`src/rtl/alu_serial_ctrl.sv`:
```
// Bit-serial ALU sequencer: one 1-bit and/or/add/slt slice walked LSB first.
// Optional `ALU_ZERO_FLAG_EN adds a registered zero flag output.
module alu_serial_ctrl #(
    parameter int unsigned WIDTH = 32
) (
    input  logic             clk,
    input  logic             reset,
    input  logic             in_valid,
    output logic             in_ready,
    input  logic [1:0]       op,
    input  logic             binvert,
    input  logic [WIDTH-1:0] a,
    input  logic [WIDTH-1:0] b,
    output logic             out_valid,
    input  logic             out_ready,
    output logic [WIDTH-1:0] result,
    output logic             overflow
`ifdef ALU_ZERO_FLAG_EN
    ,
    output logic             zero
`endif
);

    localparam int unsigned CW = (WIDTH > 2) ? $clog2(WIDTH) : 1;

    localparam logic [1:0] OP_AND = 2'd0;
    localparam logic [1:0] OP_OR  = 2'd1;
    localparam logic [1:0] OP_ADD = 2'd2;
    localparam logic [1:0] OP_SLT = 2'd3;

    typedef enum logic [1:0] {
        S_IDLE,
        S_RUN,
        S_DONE
    } state_e;

    state_e           state_q, state_d;
    logic [WIDTH-1:0] a_q, a_d;
    logic [WIDTH-1:0] b_q, b_d;
    logic [WIDTH-1:0] res_q, res_d;
    logic [1:0]       op_q, op_d;
    logic             binv_q, binv_d;
    logic             carry_q, carry_d;
    logic             ovf_q, ovf_d;
    logic [CW-1:0]    cnt_q, cnt_d;
`ifdef ALU_ZERO_FLAG_EN
    logic             zero_q, zero_d;
`endif

    // Operands shift right each RUN cycle so the active bit is always at [0].
    logic a_bit, b_raw, b2, sum, cout, set, last, slice_bit, ovf_msb;
    logic [WIDTH-1:0] res_shift, res_final;

    always_comb begin
        a_bit   = a_q[0];
        b_raw   = b_q[0];
        b2      = b_raw ^ binv_q;
        sum     = a_bit ^ b2 ^ carry_q;
        cout    = (a_bit & b2) | (a_bit & carry_q) | (b2 & carry_q);
        last    = (cnt_q == CW'(WIDTH - 1));
        set     = (a_bit != b2) ? sum : a_bit;
        ovf_msb = (op_q == OP_ADD) & (a_bit == b2) & (sum != a_bit);
        slice_bit = 1'b0;
        unique case (op_q)
            OP_AND:  slice_bit = a_bit & b_raw;
            OP_OR:   slice_bit = a_bit | b_raw;
            OP_ADD:  slice_bit = sum;
            OP_SLT:  slice_bit = 1'b0;
            default: slice_bit = 1'b0;
        endcase
        res_shift = {slice_bit, res_q[WIDTH-1:1]};
        res_final = (op_q == OP_SLT) ? WIDTH'(set) : res_shift;
    end

    always_comb begin
        state_d   = state_q;
        a_d       = a_q;
        b_d       = b_q;
        res_d     = res_q;
        op_d      = op_q;
        binv_d    = binv_q;
        carry_d   = carry_q;
        ovf_d     = ovf_q;
        cnt_d     = cnt_q;
`ifdef ALU_ZERO_FLAG_EN
        zero_d    = zero_q;
`endif
        in_ready  = 1'b0;
        out_valid = 1'b0;
        unique case (state_q)
            S_IDLE: begin
                in_ready = 1'b1;
                if (in_valid) begin
                    a_d     = a;
                    b_d     = b;
                    op_d    = op;
                    binv_d  = binvert;
                    carry_d = binvert;
                    cnt_d   = '0;
                    ovf_d   = 1'b0;
                    state_d = S_RUN;
                end
            end
            S_RUN: begin
                a_d     = {1'b0, a_q[WIDTH-1:1]};
                b_d     = {1'b0, b_q[WIDTH-1:1]};
                carry_d = cout;
                if (last) begin
                    res_d   = res_final;
                    ovf_d   = ovf_msb;
                    cnt_d   = '0;
                    state_d = S_DONE;
`ifdef ALU_ZERO_FLAG_EN
                    zero_d  = (res_final == '0);
`endif
                end else begin
                    res_d = res_shift;
                    cnt_d = cnt_q + CW'(1);
                end
            end
            S_DONE: begin
                out_valid = 1'b1;
                if (out_ready) begin
                    state_d = S_IDLE;
`ifdef ALU_ZERO_FLAG_EN
                    zero_d  = 1'b0;
`endif
                end
            end
            default: state_d = S_IDLE;
        endcase
    end

    always_ff @(posedge clk or posedge reset) begin
        if (reset) begin
            state_q <= S_IDLE;
            a_q     <= '0;
            b_q     <= '0;
            res_q   <= '0;
            op_q    <= '0;
            binv_q  <= 1'b0;
            carry_q <= 1'b0;
            ovf_q   <= 1'b0;
            cnt_q   <= '0;
`ifdef ALU_ZERO_FLAG_EN
            zero_q  <= 1'b0;
`endif
        end else begin
            state_q <= state_d;
            a_q     <= a_d;
            b_q     <= b_d;
            res_q   <= res_d;
            op_q    <= op_d;
            binv_q  <= binv_d;
            carry_q <= carry_d;
            ovf_q   <= ovf_d;
            cnt_q   <= cnt_d;
`ifdef ALU_ZERO_FLAG_EN
            zero_q  <= zero_d;
`endif
        end
    end

    assign result   = res_q;
    assign overflow = ovf_q;
`ifdef ALU_ZERO_FLAG_EN
    assign zero     = zero_q;
`endif

endmodule

```
`config.mk`:
```
export PLATFORM = sky130hd
export DESIGN_NAME = alu_serial_ctrl
export DESIGN_NICKNAME = d
export VERILOG_FILES = /design/src/rtl/alu_serial_ctrl.sv
export SDC_FILE = /design/constraint.sdc
export NUM_CORES = 1
export LEC_CHECK = 0
export ABC_AREA = 1
export BUFFER_PORTS_ARGS = -buffer_cell sky130_fd_sc_hd__clkbuf_2
export CAP_MARGIN = 30
export CORE_ASPECT_RATIO = 1.25
export CORE_MARGIN = 4
export CORE_UTILIZATION = 50
export CTS_BUF_LIST = sky130_fd_sc_hd__clkbuf_16
export CTS_CLUSTER_DIAMETER = 120
export DETAILED_ROUTE_END_ITERATION = 8
export PLACE_DENSITY_LB_ADDON = 0.25
export SLEW_MARGIN = 20
export SYNTH_ARGS = -nofsm -noshare
export SYNTH_HDL_FRONTEND = slang
export SYNTH_SLANG_ARGS = --single-unit
export TNS_END_PERCENT = 1
```
`constraint.sdc`:
```
create_clock -name clk -period 6.9 [get_ports clk]
set_input_delay 1.035 -clock clk [delete_from_list [all_inputs] [get_ports clk]]
set_output_delay 1.035 -clock clk [all_outputs]
set_load 0.01 [all_outputs]
```
* Word-level counts from Yosys, hierarchy flattened
Index checks and enable logic that the tools add are counted.
** Word-level totals
- Bits in registers :: 108
- Input port bits :: 71
- Word-level logic and storage cells :: 63
** Operators by class
- $add $sub $neg :: 1
- Equality and inequality tests :: 12
- Muxes and demuxes :: 22
- Bitwise logic cells :: 12
- Reduce and logical (&&, ||, !) cells :: 7
** Operators by type and width (count)
- $mux 32 :: 4
- $pmux 32 s2 :: 2
- $mux 5 :: 2
- $pmux 5 s2 :: 1
- $and 1x1->1 :: 6
- $eq 2x2->1 const B :: 3
- $mux 1 :: 6
- $mux 2 :: 3
- $ne 2x2->1 const B :: 3
- $pmux 2 s3 :: 1
- $reduce_and 3->1 :: 2
- $add 5x1->5 const B :: 1
- $eq 5x5->1 const B :: 1
- $eq 2x1->1 const B :: 2
- $logic_not 2->1 :: 2
- $pmux 1 s2 :: 2
- $pmux 1 s4 :: 1
- $reduce_and 2->1 :: 2
- $or 1x1->1 :: 3
- $xor 1x1->1 :: 3
- $ne 1x1->1 :: 2
- $reduce_bool 2->1 :: 1
- $eq 1x1->1 :: 1

* Longest topological paths before layout
Gate-level depths: netlist of the first run.
- Depth in word-level cells :: 7
- Gate-level depth with buffers :: 9
- Gate-level depth less buffers :: 9

* Worst setup path before layout of the first run
OpenSTA, ideal clock, no wires.
- Path type :: input -> register
- Start :: input in_valid
- End :: register a_q[26]
- Arrival :: 1.693 ns
- Path slack :: 5.091 ns
- Stages on the path :: 6
- Path buffers :: 2
- Cell sequence :: o21ai_1 inv_2 buf_2 buf_2 nand2_1 nand2_1
** Between the ends
- Word-level cells in the longest chain between the ends :: 2
** RTL lines
- start, declared :: RTL line 8 : input logic in_valid,
- $ne 2x2->1 (no line)
- $reduce_and 2->1 (no line)
- end signal, assigned :: RTL line 137 : a_q <= '0;
- end signal, assigned :: RTL line 150 : a_q <= a_d;
- end, declared :: RTL line 38 : logic [WIDTH-1:0] a_q, a_d;
No other way between the ends.
A chain may end at the register's enable or synchronous reset.

* Final worst setup path of the first run
- Start :: input in_valid
- End :: register a_q[0]
The elaborated chain is that of the path after synthesis.

==> results.py, run 1 <==
metrics = {
    "logic_synthesis": {
        "synth_seq_cells": 108,
        "netlist_area_um2": 5001,
        "yosysTopAreaCellShare_pct": 54.04,
        "ys.flop_type": "dfrtp_1",
        "synthTopCellsByCount": "nand2_1 (405), dfrtp_1 (108), inv_1 (44), o22ai_1 (29), buf_2 (25)",
        "synth_compound_area_share_pct": 5.179,
        "yosysTopAreaCell": "dfrtp_1",
        "yosysWarnings": 0,
        "ys_types": 19,
        "seq_area_frac_synth_pct": 54.04,
        "synth_adder_area_share_pct": 1.151,
        "synth-edff-count": 0,
        "synth_top_family_by_area": "simple AND/OR/NAND/NOR gates",
        "syn_nets": 740,
        "synth_xor_area_share_pct": 0.1751,
        "synth.area.mux_share_pct": 0,
        "postSynthAreaPerCell_um2": 7.520,
        "synthTopCellsByArea": "dfrtp_1 (54%), nand2_1 (30%), o22ai_1 (3.6%), inv_1 (3.3%), buf_2 (2.5%)",
        "synthSimpleGateAreaFrac_pct": 32.60,
        "yosysMostFrequentCell": "nand2_1",
        "synthArstFlopShare_pct": 100.0,
        "synth_cells": 665,
    },
    "sta": {
        "finalHoldViolCount": 0,
        "rsz0062_at_grt": "false",
        "fmax_mhz": 417.7,
        "slew_headroom_pct": 36.04,
        "worst_pin_slew_ns": 0.9593,
        "finClkSkew_ns": 0.007265,
        "setup_viol": 0,
        "finalSetupTns_ns": 0,
        "fin_crit_sh_pct": 34.70,
        "slew_viol_final": 0,
        "period_needed_ns": 2.394,
    },
    "floorplanning": {
        "rows": 40,
        "die_x_um": 97.45,
        "core-area_um2": 9709,
        "die_h_um": 119.8,
        "dieArea_um2": 11680,
        "initial_core_util_pct": 51.51,
        "top_level_ports": 106,
    },
    "placed_design": {
        "port_buffers": 105,
        "dp_hpwl_um": 7233,
        "dp_cells": 867,
        "gp_congestion": 0.8230,
    },
    "route": {
        "drt-wirelength-per-cell_um": 12.16,
        "wl_um": 10740,
        "detail_route.vias_per_cell": 4.863,
        "drt_first_pass_iters": 4,
        "drc": 0,
        "vias": 4294,
        "drt_iter0_drc": 212,
        "final_antenna_net_count": 0,
    },
    "cells_and_area": {
        "area_growth_syn_to_layout_pct": 17.06,
        "antenna_cells": 0,
        "nNetsFinal": 827,
        "layoutNonFillerInstCount": 883,
        "drive_above_1_share_pct": 17.70,
    },
    "clock_tree": {
        "clkSinkCount": 108,
        "cts_buffer_depth": 2,
        "numCtsBuffers": 9,
        "ctsHoldBuffers": 0,
        "clk_latency_ns": 0.34,
        "clk_pin_slew_ns": 0.07,
        "ctsResizeCount": 0,
        "cts_root_buffer": "clkbuf_16",
        "post_cts_buffers": 0,
        "cts_tree": "yes",
        "htree_levels": 3,
    },
    "run": {
        "drv_cap": 0,
    },
    "grt": {
        "grt_usage_pct": 19.24,
        "grt_overflow": 0,
        "antenna_found_initial": 0,
        "first_global_vias": 4301,
        "grt_pass1_wl_um": 18780,
        "grt_max_degree": 96,
    },
    "worst_setup_path": {
        "cp.required_ns": 7.12,
        "worstSetupStartpointType": "primary input",
        "cp-end-kind": "flip-flop",
        "critPathMaxFanout": 66,
        "crit_family": "buffers and inverters",
        "critical_path.cell_chain": "clkbuf_2 > o21ai_4 > buf_4 > inv_2 > buf_12 > nand2_1 > o21ai_0",
        "critPathBufInv": 4,
        "cp_slowest_cell": "buf_4",
        "cp_slowest_stage_delay_ns": 0.56,
        "worstPathArrival_ns": 2.62,
        "crit_type": "primary input to flip-flop",
    },
    "run_status": {
        "outcome": "finished, final reports clean",
    },
    "worst_hold_path": {
        "worst_hold_path_type": "flip-flop to flip-flop",
    },
    "pwr": {
        "power.leakage_nw": 3.416,
        "irDropWorstVdd_mv": 0.2100,
        "power_density_nw_per_um2": 447.1,
    },
}
registers in the layout, indices dropped and copies added (netlist names):
register  cells
a_q          32
b_q          32
op_q          2
carry_q       1
overflow      1
state_q       2
result       32
binv_q        1
cnt_q         5
cell type report:
type | count | area, um^2
clock inverters | 7 | 45.04
inverters | 47 | 178.9
flip-flops and latches | 108 | 2703
clock buffers | 9 | 225.2
fillers | 934 | 3855
well taps | 126 | 157.7
repair buffers | 110 | 575.6
multi-input cells | 476 | 1969
power breakdown:
part	total, mW	switching, mW	internal (mW)
registers	1.06	0.155	0.905
clock network	0.467	0.224	0.243
logic	1.09	0.706	0.384
per-stage QoR:
step | area, um^2 | setup slack [ns] | utilization, % | hold slack, ns | power (mW)
final | 5854 | 4.506 | 60.30 | 0.4812 | 2.618
after global placement | 5564 | 4.001 | 57.31 | 0.4613 | 2.107
after floorplan | 5001 | 3.019 | - | 0.4483 | 1.884
after detailed placement | 5584 | 4.155 | 57.51 | 0.4651 | 2.170
after global routing | 5854 | 4.341 | 60.30 | 0.4940 | 2.875
after CTS | 5854 | 4.516 | 60.30 | 0.4836 | 2.650
cells in the final DEF, fill, tap and decap left out:
cell,instances
buf_12,1
buf_4,4
clkbuf_16,9
clkbuf_2,105
clkinv_2,2
clkinv_4,1
clkinvlp_4,3
dfrtp_1,108
fa_1,1
ha_1,3
inv_1,44
inv_2,3
inv_4,1
nand2_1,404
nand2_2,1
nand3_1,12
nor2_1,7
nor2_2,1
nor2_4,1
o21ai_0,13
o21ai_4,1
o22ai_1,29
o31ai_1,1
or2_2,1
xor2_1,1
layer usage:
| metal | vias up | routed length (um) | track usage (%) |
|---|---|---|---|
| li1 | 2193 | - | - |
| met1 | 1988 | 4919 | 24.77 |
| met2 | 105 | 5180 | 32.80 |
| met3 | 8 | 547 | 3.953 |
| met4 | 0 | 93 | 5.801 |
| met5 | - | 0 | 0 |
cell families after synthesis:
logic type,after synthesis
fa+ha+maj,4
buf+inv,81
simple gates,427
xor+xnor,1
flops,108
compound gates,44
worst reg2reg max path, delay by kind of cell, from the launching register on:
kind / cells / cell delay (ns)
AO/OA/AOI/OAI: 1 / 0.20
adder cells (fa/ha/maj): 2 / 0.40
flip-flops: 1 / 0.39
AND/OR/NAND/NOR: 4 / 1.06
path summary, 6_finish.rpt:
kind | startpoint | end | slack [ns] | depth (start not counted)
max | in_valid | a_q[0]$_DFFE_PP0P_ | 4.51 | 7
min | b_q[9]$_DFFE_PP0P_ | b_q[9]$_DFFE_PP0P_ | 0.48 | 2
max reg2reg | cnt_q[0]$_DFFE_PP0P_ | result[12]$_DFFE_PP0N_ | 4.68 | 7
min reg2reg | b_q[9]$_DFFE_PP0P_ | b_q[9]$_DFFE_PP0P_ | 0.48 | 2
max in group asynchronous | reset | a_q[17]$_DFFE_PP0P_ | 4.97 | 3
min in group asynchronous | reset | result[27]$_DFFE_PP0N_ | 0.76 | 2
Power figures use the tool's default switching activity.
==> run 2: changes to the inputs <==
Settings changed: CORE_UTILIZATION 50 to 49.
Clock period 6.9 ns to 2.12 ns, I/O delays scaled along.
==> run 2 against run 1 <==
Compared with the run above: final cell count up 0.91%; clock power rose to 3.8 times the previous value; first-iteration DRC count up 14%.
==> results.py, run 2 (synthesis gave the netlist of run 1 again) <==
metrics = {
    "sta": {
        "timing.hold.ws_ns": 0.1705,
        "setup_viol": 0,
        "worst_pin_slew_ns": 0.5303,
        "slew_headroom_pct": 64.52,
        "finClkSkew_ns": 0.007340,
        "fmax_mhz": 583.9,
        "finalHoldViolCount": 0,
        "slew_viol_final": 0,
        "finalSetupTns_ns": 0,
        "fin_crit_sh_pct": 80.79,
        "period_needed_ns": 1.713,
        "rsz0062_at_grt": "false",
    },
    "grt": {
        "antenna_found_initial": 0,
        "grt_max_degree": 70,
        "grt_usage_pct": 19.62,
        "grt_pass1_wl_um": 19140,
        "grt_overflow": 0,
        "first_global_vias": 4358,
    },
    "pwr": {
        "p_sw_mw": 3.587,
        "power_density_nw_per_um2": 1486,
        "irDropWorstVdd_mv": 0.6119,
        "p_int_mw": 5.316,
        "p_comb_share_pct": 41.3,
        "power_frac_clock_pct": 20.0,
        "power.leakage_nw": 3.484,
        "power_switching_share_pct": 40.29,
        "pwr-share-seq_pct": 38.7,
    },
    "floorplanning": {
        "die_h_um": 121.0,
        "top_level_ports": 106,
        "initial_core_util_pct": 50.98,
        "rows": 40,
        "die_x_um": 98.36,
        "dieArea_um2": 11900,
        "core-area_um2": 9809,
    },
    "clock_tree": {
        "clk_pin_slew_ns": 0.07,
        "clk_latency_ns": 0.35,
        "numCtsBuffers": 9,
        "cts_tree": "yes",
        "clkSinkCount": 108,
        "htree_levels": 3,
        "ctsResizeCount": 0,
        "cts_root_buffer": "clkbuf_16",
        "cts_buffer_depth": 2,
    },
    "worst_setup_path": {
        "ff2ff_path_depth": 8,
        "r2r_start": "cnt_q[0]$_DFFE_PP0P_",
        "crit_start": "cnt_q[0]$_DFFE_PP0P_",
        "critPathMaxFanout": 29,
        "r2r-end": "result[22]$_DFFE_PP0N_",
        "worstPathArrival_ns": 1.93,
        "crit_end": "result[22]$_DFFE_PP0N_",
        "worstSetupStartpointType": "flip-flop",
        "rrSetupSlack_ns": 0.41,
        "cp.required_ns": 2.34,
        "crit_type": "flip-flop to flip-flop",
        "cp-end-kind": "flip-flop",
    },
    "route": {
        "drt_iter0_drc": 242,
        "wl_um": 10950,
        "detail_route.vias_per_cell": 4.946,
        "final_antenna_net_count": 0,
        "drt_first_pass_iters": 4,
        "drc": 0,
        "drt-wirelength-per-cell_um": 12.29,
        "vias": 4407,
    },
    "worst_hold_path": {
        "worst_hold_path_type": "primary input to flip-flop",
    },
    "placed_design": {
        "dp_cells": 874,
        "dp_hpwl_um": 7419,
        "gp_congestion": 0.7882,
        "port_buffers": 105,
    },
    "cells_and_area": {
        "drive_above_1_share_pct": 18.43,
        "area_growth_syn_to_layout_pct": 19.79,
        "final_cell_mix": "nand2_1 (404), dfrtp_1 (108), clkbuf_2 (105)",
        "register_area_um2": 2703,
        "layout_commonest_cell": "nand2_1",
        "fill_cells": 902,
        "antenna_cells": 0,
        "multi_input_area_um2": 1969,
        "layoutNonFillerInstCount": 891,
        "nNetsFinal": 835,
    },
    "run": {
        "drv_cap": 0,
    },
    "run_status": {
        "outcome": "finished, final reports clean",
    },
}
[run 2: cell types whose count changed in the layout (fill, tap and decap cells not counted)]
cell,change
bufinv_16,+2
inv_4,-1
dlygate4sd3_1,+1
buf_4,+5
clkinv_2,-1
buf_12,+2
[run 2: worst max-delay path, stage by stage (launching register included)]
cell     delay, ns
dfrtp_1       0.38
ha_1          0.17
nand2_1       0.07
nor2_1        0.09
ha_1          0.21
nand3_1       0.16
nand2_1       0.09
buf_4         0.28
o22ai_1       0.12
[run 2: worst min-delay path by stage]
stage	start	endpoint	slack (ns)	cells past startpoint
floorplan	out_ready	state_q[1]$_DFFE_PP0P_	0.41	1
global placement	reset	a_q[19]$_DFFE_PP0P_	0.30	2
detailed placement	reset	a_q[19]$_DFFE_PP0P_	0.30	2
CTS	a[31]	a_q[31]$_DFFE_PP0P_	0.17	3
global route	out_ready	state_q[1]$_DFFE_PP0P_	0.20	2
finish	a[31]	a_q[31]$_DFFE_PP0P_	0.17	3
[run 2: metrics by stage]
| stage | setup slack [ns] | area, um^2 | total power [mW] | util, % |
|---|---|---|---|---|
| 2_1_floorplan | 0.4939 | 5005 | 6.132 | - |
| 3_3_place_gp | 0.4745 | 5663 | 7.008 | 57.73 |
| 3_5_place_dp | 0.4181 | 5663 | 7.170 | 57.73 |
| 4_1_cts | 0.3988 | 5991 | 8.986 | 61.07 |
| 5_1_grt | 0.2050 | 5991 | 9.758 | 61.07 |
| 6_report | 0.4072 | 5991 | 8.903 | 61.07 |
[run 2: layout make-up]
| class | count | share of cell area (%) |
|---|---|---|
| inverters | 47 | 3.008 |
| flip-flops and latches | 108 | 45.11 |
| repair buffers | 118 | 11.07 |
| clock inverters | 7 | 1.546 |
| clock buffers | 9 | 3.759 |
| multi-input cells | 476 | 32.87 |
| well taps | 126 | 2.632 |
[run 2: routing by layer]
layer / share of wire [%] / GRT usage, % / wire length (um) / vias up
met4: 1.5 / 6.234 / 159 / 0
met5: 0 / 0 / 0 / -
li1: - / - / - / 2213
met1: 46 / 25.37 / 5026 / 2075
met3: 6.0 / 4.658 / 656 / 12
met2: 47 / 32.66 / 5107 / 107
[run 2: what timing repair did]
item	4_1_cts	5_1_grt
hold buffers	1	0
hold endpoints to repair	12	0
buffers inserted	0	0
[run 2: power groups by stage]
stage / registers (mW) / clock network (mW) / logic (mW)
after floorplan: 3.49 / 0 / 2.64
after global placement: 3.44 / 0 / 3.56
after detailed placement: 3.48 / 0 / 3.69
after CTS: 3.45 / 1.81 / 3.73
after global routing: 3.55 / 1.90 / 4.31
final: 3.45 / 1.78 / 3.68
==> run 3: changes to the inputs <==
Settings changed: ABC_AREA 1 to 0, CORE_UTILIZATION 49 to 50.
Clock period 2.12 ns to 1.7 ns, I/O delays scaled along.
==> run 3 against run 2 <==
Compared with the run above: the run now ends with negative setup slack left; die area is 6.4% lower; clock power is 40% higher; wire length is 3.9% lower; clock skew is 0.0023 ns lower; sequential power is 30% higher; hold slack worse by 0.12 ns; non-clock buffer count is 5 higher; core utilization is 2.2 points higher; first-iteration DRC count is 7.0% higher; final cell count is 19% lower; worst setup slack worse by 0.57 ns; critical endpoint is now overflow$_DFFE_PP0P_; largest power group is now registers; highest routed layer unchanged.
==> results.py, run 3 <==
metrics = {
    "placed_design": {
        "dp_hpwl_um": 6952,
        "pre_cts_ws_ns": -0.1838,
        "port_buffers": 105,
        "gp_congestion": 0.7432,
    },
    "cells_and_area": {
        "layout_commonest_cell": "nand2_1",
        "area_growth_syn_to_layout_pct": 22.95,
        "drive_above_1_share_pct": 26.17,
        "nNetsFinal": 666,
        "final_cell_mix": "nand2_1 (137), nand3_1 (120), dfrtp_1 (108)",
        "antenna_cells": 0,
    },
    "sta": {
        "period_needed_ns": 1.866,
        "slew_viol_final": 0,
        "finClkSkew_ns": 0.004993,
        "setup_viol": 2,
        "rsz0062_at_grt": "true",
        "finalHoldViolCount": 0,
        "timing.hold.ws_ns": 0.04787,
        "setup_slack_ns": -0.1660,
        "fin_crit_sh_pct": 109.8,
        "fmax_mhz": 535.9,
        "slew_headroom_pct": 61.05,
        "worst_pin_slew_ns": 0.5843,
    },
    "logic_synthesis": {
        "seq_area_frac_synth_pct": 56.92,
        "postSynthAreaPerCell_um2": 9.593,
        "synthTopCellsByCount": "nand2_1 (137), nand3_1 (121), dfrtp_1 (108), a22o_1 (33), buf_2 (21)",
        "synthArstFlopShare_pct": 100.0,
        "synthTopCellsByArea": "dfrtp_1 (57%), nand3_1 (13%), nand2_1 (11%), a22o_1 (6.1%), buf_2 (2.2%)",
        "synth-edff-count": 0,
        "yosysMostFrequentCell": "nand2_1",
        "synth_seq_cells": 108,
        "ys_types": 37,
        "syn_nets": 570,
        "yosysTopAreaCellShare_pct": 56.92,
        "yosysTopAreaCell": "dfrtp_1",
        "yosysWarnings": 0,
        "ys.flop_type": "dfrtp_1",
        "netlist_area_um2": 4748,
        "synth_cells": 495,
    },
    "clock_tree": {
        "clk_pin_slew_ns": 0.07,
        "clkSinkCount": 108,
        "ctsHoldBuffers": 0,
        "numCtsBuffers": 9,
        "cts_tree": "yes",
        "clk_latency_ns": 0.34,
        "cts_root_buffer": "clkbuf_16",
        "post_cts_buffers": 0,
        "cts_buffer_depth": 2,
        "htree_levels": 3,
    },
    "route": {
        "wl_um": 10520,
        "drt-wirelength-per-cell_um": 14.63,
        "final_antenna_net_count": 0,
        "detail_route.vias_per_cell": 5.420,
        "drc": 0,
        "drt_iter0_drc": 259,
        "vias": 3897,
        "drt_first_pass_iters": 5,
    },
    "worst_setup_path": {
        "crit_start": "b_q[0]$_DFFE_PP0P_",
        "critPathMaxFanout": 2,
        "crit_type": "flip-flop to flip-flop",
        "cp.required_ns": 1.97,
        "worstPathArrival_ns": 2.14,
        "r2r_start": "b_q[0]$_DFFE_PP0P_",
        "worstSetupStartpointType": "flip-flop",
        "cp-end-kind": "flip-flop",
    },
    "floorplanning": {
        "top_level_ports": 106,
        "rows": 39,
        "dieArea_um2": 11130,
        "core-area_um2": 9223,
        "die_x_um": 95.16,
        "initial_core_util_pct": 51.49,
        "die_h_um": 117.0,
    },
    "run_status": {
        "violations": "negative setup slack",
        "outcome": "complete, but fails checks",
    },
    "pwr": {
        "power.leakage_nw": 2.961,
        "irDropWorstVdd_mv": 0.8079,
        "power_density_nw_per_um2": 1762,
    },
    "grt": {
        "grt_overflow": 0,
        "grt_max_degree": 109,
        "grt_pass1_wl_um": 17570,
        "first_global_vias": 3811,
        "grt_usage_pct": 19.79,
        "antenna_found_initial": 0,
    },
    "worst_hold_path": {
        "worst_hold_path_type": "primary input to asynchronous set/reset pin",
    },
    "run": {
        "drv_cap": 0,
    },
}
[run 3: cell count changes after synthesis, sizes merged, moves of 3 or more]
cell and change:
a21oi +5, o21ai -7, nand3 +115, nor2b +6, a22o +33, nand2b +3, clkbuf +3, nor2 -6
o22ai -29, nand2 -268, inv -44
[run 3: kinds of logic after synthesis]
| group | share of synthesized area, % |
|---|---|
| DFF | 56.92 |
| xor gates and xnor gates | 0.3690 |
| and+or+nand+nor | 27.98 |
| buffers and inverters | 4.664 |
| muxes | 0.6851 |
| adders and majority gates | 1.423 |
| AOI/OAI and AO/OA | 7.958 |
[run 3: layout make-up]
class                   count  area [um^2]
multi-input cells         346         1868
fillers                   786         3385
clock inverters             7        137.6
well taps                 123        153.9
clock buffers               9        225.2
inverters                   3        15.01
flip-flops and latches    108         2703
repair buffers            123        735.7
[run 3: per-stage QoR]
step	area [um^2]	setup TNS, ns	power (mW)	cells	util [%]
after floorplan	4752	-0.1653	6.586	495	-
after global routing	5838	-1.247	11.00	719	63.30
after global placement	5451	-0.1904	7.625	703	59.11
final	5838	-0.2321	10.29	719	63.30
after CTS	5833	-0.2420	10.39	719	63.25
after detailed placement	5451	-0.3084	7.827	703	59.11
[run 3: layer usage]
| metal | global-route usage, % | vias up | share of wire, % |
|---|---|---|---|
| li1 | - | 1884 | - |
| met1 | 26.09 | 1907 | 44 |
| met2 | 33.58 | 93 | 49 |
| met3 | 2.621 | 13 | 5.0 |
| met4 | 6.930 | 0 | 1.5 |
| met5 | 0 | - | 0 |
[run 3: power by group]
| group | switching, mW | internal, mW | leakage, nW |
|---|---|---|---|
| combinational | 1.74 | 1.58 | 1.40 |
| clock | 0.909 | 1.59 | 0.177 |
| sequential | 0.783 | 3.69 | 1.38 |
| total | 3.43 | 6.86 | 2.96 |
[run 3: worst max-delay path: stages, from the launching register on]
cell and delay, ns:
dfrtp_1 0.41, xor2_2 0.19, fa_1 0.48, xnor2_1 0.14
or4b_1 0.45, o21ai_1 0.12
[run 3: final timing paths]
path	to	slack [ns]	depth (start not counted)
worst max-delay path	overflow$_DFFE_PP0P_	-0.17	5
worst min-delay path	a_q[13]$_DFFE_PP0P_	0.05	3
worst max register to register	overflow$_DFFE_PP0P_	-0.17	5
worst min register to register	a_q[16]$_DFFE_PP0P_	0.48	2
max in group asynchronous	a_q[21]$_DFFE_PP0P_	1.19	3
min in group clk	state_q[1]$_DFFE_PP0P_	0.10	2
[run 3: what timing repair did]
item / CTS / global route
pin swaps: 1 / 1
gates resized for setup: 5 / 1
endpoints found under the setup margin: 25 / 32
